--- src/rtl/bcd_countdown_ctrl_pkg.sv ---
// rtl/bcd_countdown_ctrl_pkg.sv - state codes, BCD limit and nibble clamp shared by the countdown controller
package bcd_countdown_ctrl_pkg;

    typedef enum logic [1:0] {
        ST_IDLE  = 2'd0,
        ST_RUN   = 2'd1,
        ST_PAUSE = 2'd2,
        ST_DONE  = 2'd3
    } state_t;

    localparam logic [3:0] BCD_MAX = 4'd9;

    function automatic logic [3:0] bcd_clamp(input logic [3:0] n);
        return (n > BCD_MAX) ? BCD_MAX : n;
    endfunction

endpackage

--- src/rtl/bcd_countdown_ctrl_if.sv ---
// rtl/bcd_countdown_ctrl_if.sv - control/status bundle between front-panel logic and the countdown controller
interface bcd_countdown_ctrl_if #(
    parameter int NUM_DIGITS = 4
);
    logic                    load;
    logic [4*NUM_DIGITS-1:0] load_val;
    logic                    start;
    logic                    pause;
    logic                    clear;
    logic [4*NUM_DIGITS-1:0] digits;
    logic                    busy;
    logic                    done;
    logic [1:0]              state;

    modport master (
        output load, load_val, start, pause, clear,
        input  digits, busy, done, state
    );

    modport slave (
        input  load, load_val, start, pause, clear,
        output digits, busy, done, state
    );
endinterface

--- src/rtl/bcd_countdown_ctrl_digit.sv ---
// rtl/bcd_countdown_ctrl_digit.sv - one BCD down-counter digit with load and borrow-out
import bcd_countdown_ctrl_pkg::*;

module bcd_down_digit (
    input  logic       clk,
    input  logic       rst,
    input  logic       load,
    input  logic [3:0] d,
    input  logic       en,
    output logic [3:0] q,
    output logic       bout
);

    always_ff @(posedge clk) begin
        if (rst) begin
            q <= 4'd0;
        end else if (load) begin
            q <= d;
        end else if (en) begin
            q <= (q == 4'd0) ? BCD_MAX : q - 4'd1;
        end
    end

    assign bout = en && (q == 4'd0);

endmodule

--- src/rtl/bcd_countdown_ctrl.sv ---
// rtl/bcd_countdown_ctrl.sv - BCD countdown timer controller: FSM, tick divider, preset and zero detect.
// Optional BCD_COUNTDOWN_AUTO_RELOAD_EN: on zero, reload the preset and keep running.
import bcd_countdown_ctrl_pkg::*;

module bcd_countdown_ctrl #(
    parameter int NUM_DIGITS = 4,
    parameter int TICK_DIV   = 10
) (
    input logic                 clk,
    input logic                 rst,
    bcd_countdown_ctrl_if.slave bus
);

    localparam int                 W        = 4 * NUM_DIGITS;
    localparam int                 DIV_W    = (TICK_DIV > 1) ? $clog2(TICK_DIV) : 1;
    localparam logic [DIV_W-1:0]   DIV_LAST = DIV_W'(TICK_DIV - 1);

    state_t            r_state, w_state_nxt;
    logic [DIV_W-1:0]  r_div, w_div_nxt;
    logic [W-1:0]      r_preset;
    logic              r_busy, r_done, w_busy_nxt, w_done_nxt;
    logic [W-1:0]      w_digits, w_load_clamped, w_dig_d;
    logic [NUM_DIGITS-1:0] w_en, w_bout;
    logic              w_load_acc, w_start_eff, w_pause_eff, w_div_term;
    logic              w_run_tick, w_zero, w_last_tick, w_reload, w_dig_load;
    logic              w_unused_bout;

    assign w_load_acc  = bus.load && !bus.clear && (r_state != ST_RUN);
    assign w_start_eff = bus.start && !bus.pause && !bus.clear && !bus.load;
    assign w_pause_eff = bus.pause && !bus.clear && (r_state == ST_RUN);
    assign w_div_term  = (r_div == DIV_LAST);
    assign w_run_tick  = (r_state == ST_RUN) && !bus.clear && !bus.pause && w_div_term;
    assign w_zero      = (w_digits == '0);
    // Count is never zero in RUN, so a tick at "all digits 0 except digit0==1" lands on zero.
    assign w_last_tick = w_run_tick && (w_digits == W'(1));

`ifdef BCD_COUNTDOWN_AUTO_RELOAD_EN
    assign w_reload = w_last_tick && (r_preset != '0);
`else
    assign w_reload = 1'b0;
`endif

    assign w_dig_load = bus.clear || w_load_acc || w_reload;
    assign w_dig_d    = bus.clear ? '0 : (w_load_acc ? w_load_clamped : r_preset);

    genvar k;
    generate
        for (k = 0; k < NUM_DIGITS; k++) begin : g_digit
            assign w_load_clamped[4*k +: 4] = bcd_clamp(bus.load_val[4*k +: 4]);
            if (k == 0) begin : g_lsd
                assign w_en[k] = w_run_tick;
            end else begin : g_upper
                assign w_en[k] = w_bout[k-1];
            end
            bcd_down_digit u_digit (
                .clk  (clk),
                .rst  (rst),
                .load (w_dig_load),
                .d    (w_dig_d[4*k +: 4]),
                .en   (w_en[k]),
                .q    (w_digits[4*k +: 4]),
                .bout (w_bout[k])
            );
        end
    endgenerate

    assign w_unused_bout = w_bout[NUM_DIGITS-1];

    always_ff @(posedge clk) begin
        if (rst) begin
            r_state <= ST_IDLE;
            r_busy  <= 1'b0;
            r_done  <= 1'b0;
        end else begin
            r_state <= w_state_nxt;
            r_busy  <= w_busy_nxt;
            r_done  <= w_done_nxt;
        end
    end

    always_comb begin
        w_state_nxt = r_state;
        if (bus.clear || w_load_acc) begin
            w_state_nxt = ST_IDLE;
        end else begin
            case (r_state)
                ST_IDLE:  if (w_start_eff) w_state_nxt = w_zero ? ST_DONE : ST_RUN;
                ST_RUN: begin
                    if (w_pause_eff)                   w_state_nxt = ST_PAUSE;
                    else if (w_last_tick && !w_reload) w_state_nxt = ST_DONE;
                end
                ST_PAUSE: if (w_start_eff) w_state_nxt = ST_RUN;
                default:  w_state_nxt = r_state;
            endcase
        end
    end

    always_comb begin
        w_busy_nxt = (w_state_nxt == ST_RUN) || (w_state_nxt == ST_PAUSE);
        w_done_nxt = ((r_state == ST_IDLE) && w_start_eff && w_zero) || w_last_tick;
    end

    always_comb begin
        w_div_nxt = r_div;
        if (bus.clear || w_load_acc || (r_state == ST_IDLE)) begin
            w_div_nxt = '0;
        end else if ((r_state == ST_RUN) && !bus.pause) begin
            w_div_nxt = w_div_term ? '0 : r_div + 1'b1;
        end
    end

    always_ff @(posedge clk) begin
        if (rst) begin
            r_div    <= '0;
            r_preset <= '0;
        end else begin
            r_div <= w_div_nxt;
            if (w_load_acc) r_preset <= w_load_clamped;
        end
    end

    assign bus.digits = w_digits;
    assign bus.busy   = r_busy;
    assign bus.done   = r_done;
    assign bus.state  = r_state;

endmodule

--- src/flat_wrapper.sv ---
// flat-port wrapper written by rule: the top's interface ports become plain ports
module bcd_countdown_ctrl_flat 
#(
    parameter int NUM_DIGITS = 4,
    parameter int TICK_DIV   = 10
)
  (clk, rst, bus_load, bus_load_val, bus_start, bus_pause, bus_clear, bus_digits, bus_busy, bus_done, bus_state);
  bcd_countdown_ctrl_if #(.NUM_DIGITS(NUM_DIGITS)) bus_i ();
  input logic clk;
  input logic rst;
  input wire logic [$bits(bus_i.load)-1:0] bus_load;
  input wire logic [$bits(bus_i.load_val)-1:0] bus_load_val;
  input wire logic [$bits(bus_i.start)-1:0] bus_start;
  input wire logic [$bits(bus_i.pause)-1:0] bus_pause;
  input wire logic [$bits(bus_i.clear)-1:0] bus_clear;
  output wire logic [$bits(bus_i.digits)-1:0] bus_digits;
  output wire logic [$bits(bus_i.busy)-1:0] bus_busy;
  output wire logic [$bits(bus_i.done)-1:0] bus_done;
  output wire logic [$bits(bus_i.state)-1:0] bus_state;
  assign bus_i.load = bus_load;
  assign bus_i.load_val = bus_load_val;
  assign bus_i.start = bus_start;
  assign bus_i.pause = bus_pause;
  assign bus_i.clear = bus_clear;
  assign bus_digits = bus_i.digits;
  assign bus_busy = bus_i.busy;
  assign bus_done = bus_i.done;
  assign bus_state = bus_i.state;
  bcd_countdown_ctrl #(.NUM_DIGITS(NUM_DIGITS), .TICK_DIV(TICK_DIV)) u_core (.clk(clk), .rst(rst), .bus(bus_i));
endmodule
--- config.mk ---
export PLATFORM = sky130hd
export DESIGN_NAME = bcd_countdown_ctrl_flat
export DESIGN_NICKNAME = d
export VERILOG_FILES = /design/src/rtl/bcd_countdown_ctrl_pkg.sv /design/src/rtl/bcd_countdown_ctrl_if.sv /design/src/rtl/bcd_countdown_ctrl_digit.sv /design/src/rtl/bcd_countdown_ctrl.sv /design/src/flat_wrapper.sv
export SDC_FILE = /design/constraint.sdc
export NUM_CORES = 1
export LEC_CHECK = 0
export CORE_MARGIN = 2
export CORE_UTILIZATION = 56
export DETAILED_ROUTE_END_ITERATION = 16
export DONT_BUFFER_PORTS = 1
export HOLD_SLACK_MARGIN = 0.05
export PLACE_DENSITY = 0.77
export SLEW_MARGIN = 20
export SYNTH_ARGS = -nofsm -noshare
export SYNTH_HDL_FRONTEND = slang
export SYNTH_HIERARCHICAL = 1
export SYNTH_SLANG_ARGS = --single-unit
--- constraint.sdc ---
create_clock -name clk -period 3.5 [get_ports clk]
set_clock_uncertainty 0.1 [all_clocks]
set_input_delay 0.35 -clock clk [delete_from_list [all_inputs] [get_ports clk]]
set_output_delay 0.35 -clock clk [all_outputs]
set_load 0.02 [all_outputs]
After elaboration in Yosys (flattened, before gate mapping)

Cells that the tools add are included.

Flip-flop bits (word level): 40
Input port bits: 22
Output and inout port bits: 20
Word-level logic and storage cells: 86

Add/sub/neg operators: 5
Magnitude comparators: 4
Eq/ne operators: 7
Muxes and demuxes: 26
Reduce and logical (&&, ||, !) cells: 35

Operator list:

| operator            | number |
|---|---|
| $mux 4              | 17 |
| $mux 16             | 2 |
| $logic_and 1x1->1   | 17 |
| $eq 16x1->1 const B | 1 |
| $gt 4x4->1 const B  | 4 |
| $logic_not 16->1    | 1 |
| $logic_not 4->1     | 4 |
| $sub 4x1->4 const B | 4 |
| $mux 2              | 6 |
| $reduce_bool 2->1   | 4 |
| $pmux 2 s3          | 1 |
| $add 4x1->4 const B | 1 |
| $eq 2x1->1 const B  | 2 |
| $eq 2x2->1 const B  | 2 |
| $eq 4x4->1 const B  | 1 |
| $logic_or 1x1->1    | 4 |
| $logic_not 1->1     | 3 |
| $logic_not 2->1     | 1 |
| $ne 2x1->1 const B  | 1 |
| $reduce_or 2->1     | 1 |

Logic depth before layout (Yosys ltp)

Depth after elaboration: 11
Gate-level depth with buffers: 11
Gate-level depth less buffers: 11

Cells and area by module

The synthesis kept the hierarchy.

By module, submodules not included:

| module             | instances | cells an instance | area an instance (um^2) | sequential area each (um^2) |
|---|---|---|---|---|
| bcd_countdown_ctrl | 1         | 140               | 1,143.6                 | 480.5 |
| bcd_down_digit     | 4         | 24                | 221.5                   | 80.1 |

Worst setup path before layout

No wires, ideal clock.

Path type: flip-flop to flip-flop
Start point: register u_core.r_state[0] (netlist: u_core/bus.state[0])
End point: register u_core.g_digit[3].u_digit.q[1]
Library setup time: 0.087 ns
Arrival: 3.339 ns
Required time: 3.313 ns
Setup slack: -0.025 ns
Cell stages (with the launch flop): 12
Path buffers: 0
Clock period less this slack: 3.525 ns
Cell sequence: dfxtp_1 nor4bb_1 and3_1 nor4b_4 nor2b_1 nor4b_4 nor2b_1 nor4b_4 nor2b_1 nand2b_1 or3_1 a221oi_2

Cells in the longest elaborated chain, start to end: 8
Elaborated cells between the ends (all ways): 14
Classes of those cells: eq/ne (2); mux (3); reduce/logical (9)

Ends and longest elaborated chain:

| what                               | RTL line                       | source |
|---|---|---|
| from (decl)                        | bcd_countdown_ctrl.sv:18       | `state_t r_state, w_state_nxt;` |
| from (signal assigned)             | bcd_countdown_ctrl.sv:75       | `r_state <= w_state_nxt;` |
| $eq 2x1->1                         | bcd_countdown_ctrl.sv:32       | `assign w_run_tick = (r_state == ST_RUN) && !bus.clear && !bus.pause && w_div_term;` |
| $logic_and 1x1->1 (3 in series)    | bcd_countdown_ctrl.sv:32       |  |
| named net u_core.w_run_tick        | bcd_countdown_ctrl.sv:25       | `logic w_run_tick, w_zero, w_last_tick, w_reload, w_dig_load;` |
| $logic_and 1x1->1                  | bcd_countdown_ctrl_digit.sv:24 | `assign bout = en && (q == 4'd0);` |
| named net u_core.w_bout[0]         | bcd_countdown_ctrl.sv:23       | `logic [NUM_DIGITS-1:0] w_en, w_bout;` |
| $logic_and 1x1->1                  | bcd_countdown_ctrl_digit.sv:24 |  |
| named net u_core.w_bout[1]         | bcd_countdown_ctrl.sv:23       |  |
| $logic_and 1x1->1                  | bcd_countdown_ctrl_digit.sv:24 |  |
| named net u_core.w_bout[2]         | bcd_countdown_ctrl.sv:23       |  |
| $reduce_bool 2->1 (no source line) | n/a                            |  |
| to (signal assigned)               | bcd_countdown_ctrl_digit.sv:20 | `q <= (q == 4'd0) ? BCD_MAX : q - 4'd1;` |
| to (decl)                          | bcd_countdown_ctrl_digit.sv:10 | `output logic [3:0] q,` |

The timed path passes the listed nets, and every way through them passes these cells.
A chain may end at the register's enable or synchronous reset.

Worst setup path in the final report

Start point: register u_core.r_state[1] (netlist: u_core/bus.state[1])
End point: register u_core.g_digit[3].u_digit.q[1]

The elaborated chain is that of the path after synthesis.

==> results.md <==
* Post-DP HPWL at ~3000 um
* Initial DRC count at 159
* CTS Buf Count at 5
* Final setup fails at 0
* Fmax achieved at 306 MHz
* Cell depth of the worst flop-to-flop path at 11
* First-pass GRT wire length at 7140 um
* Max-capacitance violation count at 0
* Post-DRT Antenna Nets at 0
* WP data arrival at roughly 3.4 ns
* Wirelength, routed at 4370 um
* Core Area at 3420 um2
* Slew Viols, Final at 0
* Synth Warn # at 6
* Drt drc at 0
* Outcome: completed
* Post-placement cell count at roughly 280
* Fraction of layout cells with a size suffix above 1 at a little over an eighth
* Worst path required time at between 3 and 4 ns
* Final hold viol count at 0
* Total congestion overflow at 0
* CTS tree: done
* Initial antenna violation count at 0
* Slew margin rel. at 69.7%
* Die footprint at around 4000 um2
* RePlAce Congestion at 0.850
* CP Launch Type: flip-flop
* Clock transition at path regs at 0.11 ns
* # nets final at between 200 and 300
* Ant diodes at 0
* Pwr per Cell Area at roughly 380 nW/um2
* Setup crit end kind: flip-flop
* Hold Path Class: in -> reg
* HP Start: bus_clear
* R2r startpoint: u_core/bus.state[1]
* Largest net degree at the start of global routing at 36
* Initial Utilization at between 50% and 60%
* WL/cell at 15.0 um
* Setup slack, reg-to-reg at between 0.2 and 0.25 ns
* Area grow syn2layout at 10.5%
* # fillers at 302
* CTS sink cnt at 40
* Non-Filler Instances at roughly 290
* Util after Layout at roughly two thirds
* Peak supply drop at 0.279 mV
* Mapped Cells at around 240
* Drt pass-1 iters at 4
* Row cnt at 21
* Hold Crit Depth at 3
* Port bufs at 0
* Final Cycle Share at around 93%
* Vias at 1,647
* WHS Endpoint: u_core/g_digit[1].u_digit/q[0]
* Tmin final at 3.27 ns
* Die Ht at 64.1 um
* Mapped Area at roughly 2000 um2
* Critical path class: reg -> reg
* Io pins at 42
* Latest clock arrival within the worst-skew pair at ~0.35 ns
* Capture point of the worst reg-to-reg path: u_core/g_digit[3].u_digit/q[1]
* P_leak at 0.000807 uW
* Slew @ Worst Pin at about 0.45 ns
* TNS Setup at 0 ns
* RSZ-0062 raised after global routing: false
* Die Wd at 64.1 um
* Mapped Avg Cell Area at 8.61 um2
* H-tree depth at 2
* Vias in the first global route at approximately 1,500
* Syn_nets at roughly 260
* Clock tree root driver cell: clkbuf_4
* All-Layer GR Usage at between 20 and 25%
* Vias per inst at roughly 5.6
* CP max FO at 3
* Clock buffer depth at 2
## state kept, by name, indices dropped and copies added (netlist names)
register,count
u_core/g_digit.u_digit/q,16
u_core/bus.busy,1
u_core/bus.done,1
u_core/bus.state,2
u_core/r_preset,16
u_core/r_div,4
## stage by stage
| step | instance area (um2) | hold slack, ns | setup slack [ns] | total power [uW] |
|---|---|---|---|---|
| 2_1_floorplan | 2030 | 0.315 | 0.0146 | 584 |
| 3_3_place_gp | 2110 | 0.320 | 0.190 | 597 |
| 3_5_place_dp | 2110 | 0.319 | 0.0517 | 598 |
| 4_1_cts | 2210 | 0.0528 | 0.0446 | 866 |
| 5_1_grt | 2240 | 0.0575 | 0.0322 | 898 |
| 6_report | 2240 | 0.0776 | 0.235 | 858 |
## area by class of cell
cell class | count | area, um2 | area share, %
inverters | 9 | 33.8 | 1.51
flip-flops and latches | 40 | 801 | 35.8
repair buffers | 10 | 92.6 | 4.14
clock buffers | 7 | 65.1 | 2.91
multi-input cells | 180 | 1190 | 53.1
well taps | 46 | 57.6 | 2.57
## worst max path at each step
stage | cells past startpoint | endpoint | startpoint
after floorplan | 11 | u_core/g_digit[3].u_digit/q[1] | u_core/bus.state[0]
after global placement | 11 | u_core/g_digit[3].u_digit/q[1] | bus_pause
after detailed placement | 11 | u_core/g_digit[3].u_digit/q[1] | bus_pause
after CTS | 11 | u_core/g_digit[3].u_digit/q[1] | u_core/bus.state[0]
after global routing | 11 | u_core/g_digit[3].u_digit/q[1] | u_core/bus.state[0]
final | 11 | u_core/g_digit[3].u_digit/q[1] | u_core/bus.state[1]
## per-layer routing
metal / part of all wire, % / global-route usage (%) / vias to the layer above
met2: 42 / 31.3 / 56
met4: 1.7 / 7.18 / 0
met3: 8.3 / 7.22 / 7
li1: - / - / 837
met5: 0 / 0 / -
met1: 48 / 31.7 / 747
## power by group
part / switching [uW] / total (uW) / internal (uW)
combinational: 52.8 / 93.6 / 40.9
clock: 142 / 256 / 114
sequential: 34.1 / 508 / 474
total: 229 / 858 / 628
## worst max-delay path: stages (launching register included)
cell      delay, ns
dfxtp_1        0.33
nor4bb_2       0.32
and3_1         0.26
nor4b_4        0.27
nor2b_1        0.22
nor4b_4        0.28
nor2b_2        0.26
nor4b_4        0.24
nor2b_4        0.22
nand2b_1       0.09
or3_1          0.36
a221oi_2       0.22
## what timing repair did
item / in CTS / in global routing
hold endpoints to repair: 35 / 1
gates resized for setup: 0 / 3
setup buffers: 0 / 1
hold buffers: 2 / 1
endpoints found under the setup margin: 0 / 3
## layout by cell type (no fill, tap or decap), types with 2 or more instances in the layout
cell type and count:
a211oi_2 4, a21oi_1 12, o21ai_0 16, nor2b_1 13
inv_1 9, dlygate4sd3_1 2, nand2_1 16, nor2_1 49
xor2_1 5, nand2b_1 5, nor4_1 3, nand4_1 2
a221oi_2 4, nor3_1 3, o21bai_1 2, buf_4 7
mux2i_1 12, nand3b_1 5, dfxtp_1 40, nor4b_4 4
clkbuf_8 2, xnor2_1 4, clkbuf_4 5, nor3b_1 2
a311oi_1 4, or3_1 4
No activity file was read; power rests on OpenSTA's default activity.
